### src/rtl/alu_pkg.sv
// alu_pkg: ALUControl codes and arbiter FSM state encoding shared by the ALU arbiter slice.
package alu_pkg;

    localparam logic [3:0] ALU_ADD  = 4'b0000;
    localparam logic [3:0] ALU_SUB  = 4'b0001;
    localparam logic [3:0] ALU_AND  = 4'b0010;
    localparam logic [3:0] ALU_OR   = 4'b0011;
    localparam logic [3:0] ALU_SLL  = 4'b0100;
    localparam logic [3:0] ALU_SLT  = 4'b0101;
    localparam logic [3:0] ALU_SLTU = 4'b0110;
    localparam logic [3:0] ALU_XOR  = 4'b0111;
    localparam logic [3:0] ALU_SRL  = 4'b1000;
    localparam logic [3:0] ALU_SRA  = 4'b1001;

    typedef enum logic [1:0] {
        S_IDLE = 2'd0,
        S_EXEC = 2'd1,
        S_RESP = 2'd2
    } state_t;

endpackage

### src/rtl/alu_arb_pick.sv
// alu_arb_pick: chooses which requester wins the shared ALU.
// ALU_ARB_RR_EN defined: round-robin on a tie (winner is the one not granted last);
// undefined: fixed priority, requester 0 always wins a tie and last is unused.
module alu_arb_pick (
    input  logic v0,
    input  logic v1,
    input  logic last,
    output logic gnt
);

`ifdef ALU_ARB_RR_EN
    // requester 1 wins when alone, or on a tie when requester 0 was granted last
    always_comb gnt = v1 & (~v0 | ~last);
`else
    logic unused_last;
    assign unused_last = last;
    // requester 1 wins only when requester 0 is not asking
    always_comb gnt = v1 & ~v0;
`endif

endmodule

### src/rtl/alu_arbiter.sv
// alu_arbiter: two-requester front end for one shared combinational ALU.
// Each operation runs IDLE (accept) -> EXEC (drive ALU, capture) -> RESP (hold result).
// Define ALU_ARB_RR_EN for round-robin tie breaking; default is fixed priority to requester 0.
module alu_arbiter
    import alu_pkg::*;
#(
    parameter int DATA_W = 32,
    parameter int CTRL_W = 4
) (
    input  logic              clk,
    input  logic              rst_n,
    input  logic              req0_valid,
    input  logic              req1_valid,
    output logic              req0_ready,
    output logic              req1_ready,
    input  logic [DATA_W-1:0] req0_a,
    input  logic [DATA_W-1:0] req0_b,
    input  logic [DATA_W-1:0] req1_a,
    input  logic [DATA_W-1:0] req1_b,
    input  logic [CTRL_W-1:0] req0_ctrl,
    input  logic [CTRL_W-1:0] req1_ctrl,
    output logic              rsp0_valid,
    output logic              rsp1_valid,
    input  logic              rsp0_ready,
    input  logic              rsp1_ready,
    output logic [DATA_W-1:0] rsp_result,
    output logic              rsp_zero,
    output logic [DATA_W-1:0] alu_a,
    output logic [DATA_W-1:0] alu_b,
    output logic [CTRL_W-1:0] alu_ctrl,
    input  logic [DATA_W-1:0] alu_result,
    input  logic              alu_zero
);

    state_t              state_q, state_d;
    logic                id_q, id_d;
    logic [DATA_W-1:0]   a_q, a_d, b_q, b_d, res_q, res_d;
    logic [CTRL_W-1:0]   ctrl_q, ctrl_d;
    logic                zero_q, zero_d;
    logic                last, gnt, idle, exec, resp, accept, rsp_hs;

`ifdef ALU_ARB_RR_EN
    logic last_q, last_d;
    assign last = last_q;
    // remember who was granted most recently; reset value 1 lets requester 0 win first
    always_comb last_d = accept ? gnt : last_q;
    // last-grant register
    always_ff @(posedge clk or negedge rst_n)
        if (!rst_n) last_q <= 1'b1;
        else        last_q <= last_d;
`else
    assign last = 1'b1;
`endif

    alu_arb_pick u_pick (
        .v0   (req0_valid),
        .v1   (req1_valid),
        .last (last),
        .gnt  (gnt)
    );

    // handshakes, ALU drive and next-state; readies are gated by rst_n so reset clears them at once
    always_comb begin
        idle       = rst_n && state_q == S_IDLE;
        exec       = state_q == S_EXEC;
        resp       = state_q == S_RESP;
        req0_ready = idle & req0_valid & ~gnt;
        req1_ready = idle & req1_valid & gnt;
        accept     = req0_ready | req1_ready;
        rsp0_valid = resp & ~id_q;
        rsp1_valid = resp & id_q;
        rsp_hs     = (rsp0_valid & rsp0_ready) | (rsp1_valid & rsp1_ready);
        rsp_result = res_q;
        rsp_zero   = zero_q;
        alu_a      = exec ? a_q : '0;
        alu_b      = exec ? b_q : '0;
        alu_ctrl   = exec ? ctrl_q : CTRL_W'(ALU_ADD);
        state_d    = accept ? S_EXEC : exec ? S_RESP : rsp_hs ? S_IDLE : state_q;
        id_d       = accept ? gnt : id_q;
        a_d        = accept ? (gnt ? req1_a : req0_a) : a_q;
        b_d        = accept ? (gnt ? req1_b : req0_b) : b_q;
        ctrl_d     = accept ? (gnt ? req1_ctrl : req0_ctrl) : ctrl_q;
        res_d      = exec ? alu_result : res_q;
        zero_d     = exec ? alu_zero : zero_q;
    end

    // state, latched request and captured result
    always_ff @(posedge clk or negedge rst_n) begin
        if (!rst_n) begin
            state_q <= S_IDLE;
            id_q    <= 1'b0;
            a_q     <= '0;
            b_q     <= '0;
            ctrl_q  <= '0;
            res_q   <= '0;
            zero_q  <= 1'b0;
        end else begin
            state_q <= state_d;
            id_q    <= id_d;
            a_q     <= a_d;
            b_q     <= b_d;
            ctrl_q  <= ctrl_d;
            res_q   <= res_d;
            zero_q  <= zero_d;
        end
    end

endmodule

### config.mk
export PLATFORM = sky130hd
export DESIGN_NAME = alu_arbiter
export DESIGN_NICKNAME = d
export VERILOG_FILES = /design/src/rtl/alu_pkg.sv /design/src/rtl/alu_arb_pick.sv /design/src/rtl/alu_arbiter.sv
export SDC_FILE = /design/constraint.sdc
export NUM_CORES = 1
export LEC_CHECK = 0
export CAP_MARGIN = 15
export CORE_ASPECT_RATIO = 1.25
export CORE_UTILIZATION = 44
export CTS_BUF_LIST = sky130_fd_sc_hd__clkbuf_4 sky130_fd_sc_hd__clkbuf_8
export DETAILED_ROUTE_END_ITERATION = 10
export PLACE_DENSITY = 0.84
export SYNTH_ARGS = -nofsm -noshare
export SYNTH_HDL_FRONTEND = slang
export SYNTH_SLANG_ARGS = --single-unit
### constraint.sdc
create_clock -name clk -period 3.7 [get_ports clk]
set_clock_uncertainty 0.15 [all_clocks]
set_input_delay 0.74 -clock clk [delete_from_list [all_inputs] [get_ports clk]]
set_output_delay 0.74 -clock clk [all_outputs]
set_load 0.02 [all_outputs]
; ---- Word-level counts from Yosys, hierarchy flattened
; Cells that the tools add are included.
[classes]
mul = 0
add_sub_neg = 0
n_eq_ne = 2
n_lt_le_gt_ge = 0
reduce_logical = 3
n_div = 0
mux = 9
n_bitwise = 14
shifts = 0
[op_table]
columns = op, n
row1 = 32-bit two-way mux, 4
row2 = 1-bit AND, 9
row3 = 4-bit two-way mux, 2
row4 = 2-bit two-way mux, 3
row5 = 1-bit NOT, 3
row6 = 3-bit nonzero test, 1
row7 = 2-bit by 1-bit equality test with 1-bit output (second input constant), 1
row8 = 2-bit equality test (second input constant), 1
row9 = 2-bit logical NOT, 1
row10 = 1-bit bitwise OR, 2
row11 = 1-bit logical AND, 1
[word_totals]
in_bits = 175
output_inout_bits = 105
mem_bits_rw = 0
mem_bits_ro = 0
latch_bits = 0
regBits = 104
word_cells = 35
mem_count = 0

; ---- Longest topological paths before layout
[depth]
word_depth = 7
ltp_mapped = 6
ltp_nobuf = 3

; ---- Hierarchy
; From an unflattened synthesis, not the netlist that was laid out.
[unflattened]
hier_cells = 385
hier_area_um2 = 5198.7
[modules_own_cells]
columns = module, area_each_um2, cells_per_inst, seq_area_each_um2, n_inst
row1 = alu_arbiter, 5185.0, 384, 2602.5, 1
row2 = alu_arb_pick, 13.8, 1, 0.0, 1

; ---- Worst setup path before layout
; OpenSTA, ideal clock, no wires.
[synth_timing]
path_kind = in2out
from = in rst_n
to = out req1_ready
cell_stages = 2
path_slack_ns = 1.585
path_buffers = 0
arrival_ns = 1.225
t_required_ns = 2.810
path_cell_list = nor3b_2 and3b_1
[synth_via]
elab_chain_len = 3
[synth_lines]
columns = item, line
row1 = "start, declared", alu_arbiter.sv:11  ; input logic rst_n,
row2 = 1-bit logical AND, alu_arbiter.sv:64  ; idle = rst_n && state_q == S_IDLE;
row3 = 1-bit AND (2 in series), alu_arbiter.sv:68  ; req1_ready = idle & req1_valid & gnt;
row4 = "end, declared", alu_arbiter.sv:15  ; output logic req1_ready,
; Every way passes these cells.

; ---- Worst setup path in the final report
[layout_timing]
from = reg state_q[0]
to = out alu_b[19]
[layout_via]
elab_chain_len = 2
[layout_lines]
columns = item, line
row1 = "start, declared", alu_arbiter.sv:35  ; state_t state_q, state_d;
row2 = "start signal, assigned", alu_arbiter.sv:98  ; state_q <= state_d;
row3 = 2-bit by 1-bit equality test with 1-bit output, alu_arbiter.sv:65  ; exec = state_q == S_EXEC;
row4 = 32-bit two-way mux, alu_arbiter.sv:76  ; alu_b = exec ? b_q : '0;
row5 = "end, declared", alu_arbiter.sv:29  ; output logic [DATA_W-1:0] alu_b,
; Every way passes these cells.

==> out/qor.yml <==
p_leak_nw: 3.533
multi_input_area_sq_um: 2599
end_kind: "output port"
fillers: 821
maxCapViolations: 0
status: "finished, final reports clean"
grt_pass1_vias: 4385
synth_largest_area_cell: "dfrtp_1"
io_pins: 280
antenna_cells: 0
postSynthCellCount: 381
worstPathCellList: "nor2b_4, buf_4, and2_1, clkdlybuf4s50_1"
finalSetupViolCount: 0
viasPerCell: 4.867
path_buf_inv: 2
start_util_pct: 45.70
rsz0062_at_grt: "no"
period_share_pct: 83.49
port_buffers: 279
die_area_sq_um: 12630
cts_buffers: 9
critical_path_arrival_ns: 2.20
grt_max_degree: 69
pwr_density_cell_nw_per_um2: 670.3
maxSlewViolCount: 0
synthTopCellsByArea: "dfrtp_1, mux2_2, mux2_4, and2_1, buf_4"
max_slew.worst_pin.slew_ns: 0.8645
grt_usage_pct: 23.17
crit_path_top_delay_cell: "clkdlybuf4s50_1"
layout_min_cycle_time_ns: 3.089
hold_viol_final: 0
ctsResizeCount: 0
area_growth_pct: 58.56
startpoint_type: "flop"
vias: 3986
post_cts_buffers: 0
critPathRequiredTime_ns: 2.81
instances_no_fill: 819
grt_pass1_wl_um: 22510
hp-class: "in2async"
tritoncts: "built"
yosysSeqAreaShare_pct: 48.56
clock_latency_ns: 0.37
finalPower_mw: 5.695
place_area_sq_um: 8285
synth_seq_cells: 104
max_stage_delay_ns: 0.62
ir_drop_mv: 0.4018
relSlewSlack_pct: 42.37
cts.sinks: 104
drive_gt1_share_pct: 30.24
path_clk_slew_ns: 0.11
h-tree-depth: 3
dr.pass1.iters: 4
hpwl_um: 11090
synth_area_sq_um: 5359
crit_type: "reg2out"
clockBufferDepth: 2
dp.cells: 803
fin_area_sq_um: 8497
routed_wl_um: 14370
remaining_drc_errors: 0
yosysUniqueCellTypes: 20
dieWidth_um: 100.7
hold_buffers: 0
finish.utilization_pct: 72.46
place_congestion: 0.8085
dieHeight_um: 125.4
wl_per_cell_um: 17.55
path_delay_family: "buffers and inverters"
yosysWarnings: 0
grt.overflow.total: 0
cts-root-buf: "clkbuf_8"
fmax_mhz: 323.7
cp_max_fo: 37
ant_nets: 0
seqCellArea_sq_um: 2603
drt_iter0_drc: 66
avgSynthCellArea_sq_um: 14.07
syn_nets: 556
fin_tns_setup_ns: 0
grt_antenna_before_repair: 0
finalNetCount: 828
core_area_sq_um: 11730
rows: 44
yosysTopAreaCellShare_pct: 48.56
-- sequential cells by signal (all words and copies together), names as in the netlist --
name and cells:
id_q 1, rsp_result 32, ctrl_q 4, rsp_zero 1, state_q 2, a_q 32, b_q 32
-- cell usage in the layout (no fill, tap or decap) --
master and n:
buf_4 8, clkinv_4 3, bufinv_16 1, a21oi_1 1, clkbuf_8 10, clkdlybuf4s50_1 278, mux2i_1 1, nor3b_2 1
a21o_1 2, and3b_1 2, and2_1 69, o21a_4 1, nor2_1 1, buf_12 2, inv_6 2, nor3b_1 1
mux2_2 129, dfrtp_1 104, nand2b_4 1, mux2_4 40, nor2b_4 1
-- worst reg2reg max path, delay by kind of cell, from the launching register on --
family | cells | cell delay [ns]
compound gates | 1 | 0.51
flops | 1 | 0.47
buf+inv | 1 | 0.36
simple gates | 1 | 0.36
mux | 1 | 0.37
-- power by group --
part	internal (mW)	leakage, nW	switching (mW)
Combinational	1.68	2.20	1.24
Sequential	1.72	1.23	0.307
Clock	0.340	0.107	0.411
Total	3.74	3.53	1.96
-- final cells by class --
class | instances | area share [%]
Clock buffer | 10 | 1.620
Clock inverter | 6 | 0.8688
Multi-Input combinational cell | 250 | 30.58
Sequential cell | 104 | 30.63
Tap cell | 161 | 2.371
Timing Repair Buffer | 288 | 33.93
-- cells by family (layout without fill, tap and decap cells) --
family                 Yosys count  in the layout  share of synthesized area, %
multiplexers                   170            170                         38.50
AND/OR/NAND/NOR                 76             76                         9.059
AO/OA/AOI/OAI                    4              4                        0.5135
buffers and inverters           27            304                         3.362
flip-flops                     104            104                         48.56
-- synthesized netlist by cell type --
cell type and number:
buf_8 2, clkbuf_1 7, buf_6 3, a21oi_1 1, nor2_1 1, and3b_1 2
dfrtp_1 104, a21o_1 2, mux2_2 129, nand2b_1 1, nor2b_1 1, mux2_4 40
nor3b_2 1, mux2i_1 1, o21a_1 1, and2_1 69, buf_4 6, nor3b_1 1
buf_2 8, clkbuf_2 1
-- final timing paths --
check,from,endpoint,slack [ns],cells past startpoint
setup / recovery,state_q[0]$_DFFE_PN0P_,alu_b[19],0.61,4
hold / removal,rst_n,rsp_result[5]$_DFFE_PN0N_,0.29,2
setup reg to reg,state_q[1]$_DFFE_PN0P_,b_q[12]$_DFFE_PN0P_,1.37,4
hold reg to reg,a_q[29]$_DFFE_PN0P_,a_q[29]$_DFFE_PN0P_,0.35,1
max in group asynchronous,rst_n,b_q[31]$_DFFE_PN0P_,1.88,3
min in group clk,a_q[29]$_DFFE_PN0P_,a_q[29]$_DFFE_PN0P_,0.35,1
-- per-layer routing --
layer,global-route usage [%],vias up,share of wire (%)
met5,0,-,0
met4,9.633,0,3.1
met3,5.757,30,7.1
met2,43.43,166,54
met1,24.08,1925,36
li1,-,1865,-
-- stage by stage --
stage | worst slack [ns] | hold slack [ns]
after global routing | 0.4722 | 0.3075
after global placement | 0.7068 | 0.3323
final | 0.6109 | 0.2861
after CTS | 0.5713 | 0.2885
after floorplan | 1.585 | 0.2944
after detailed placement | 0.6775 | 0.3369
Note: power is estimated with default switching activity, not from simulation.
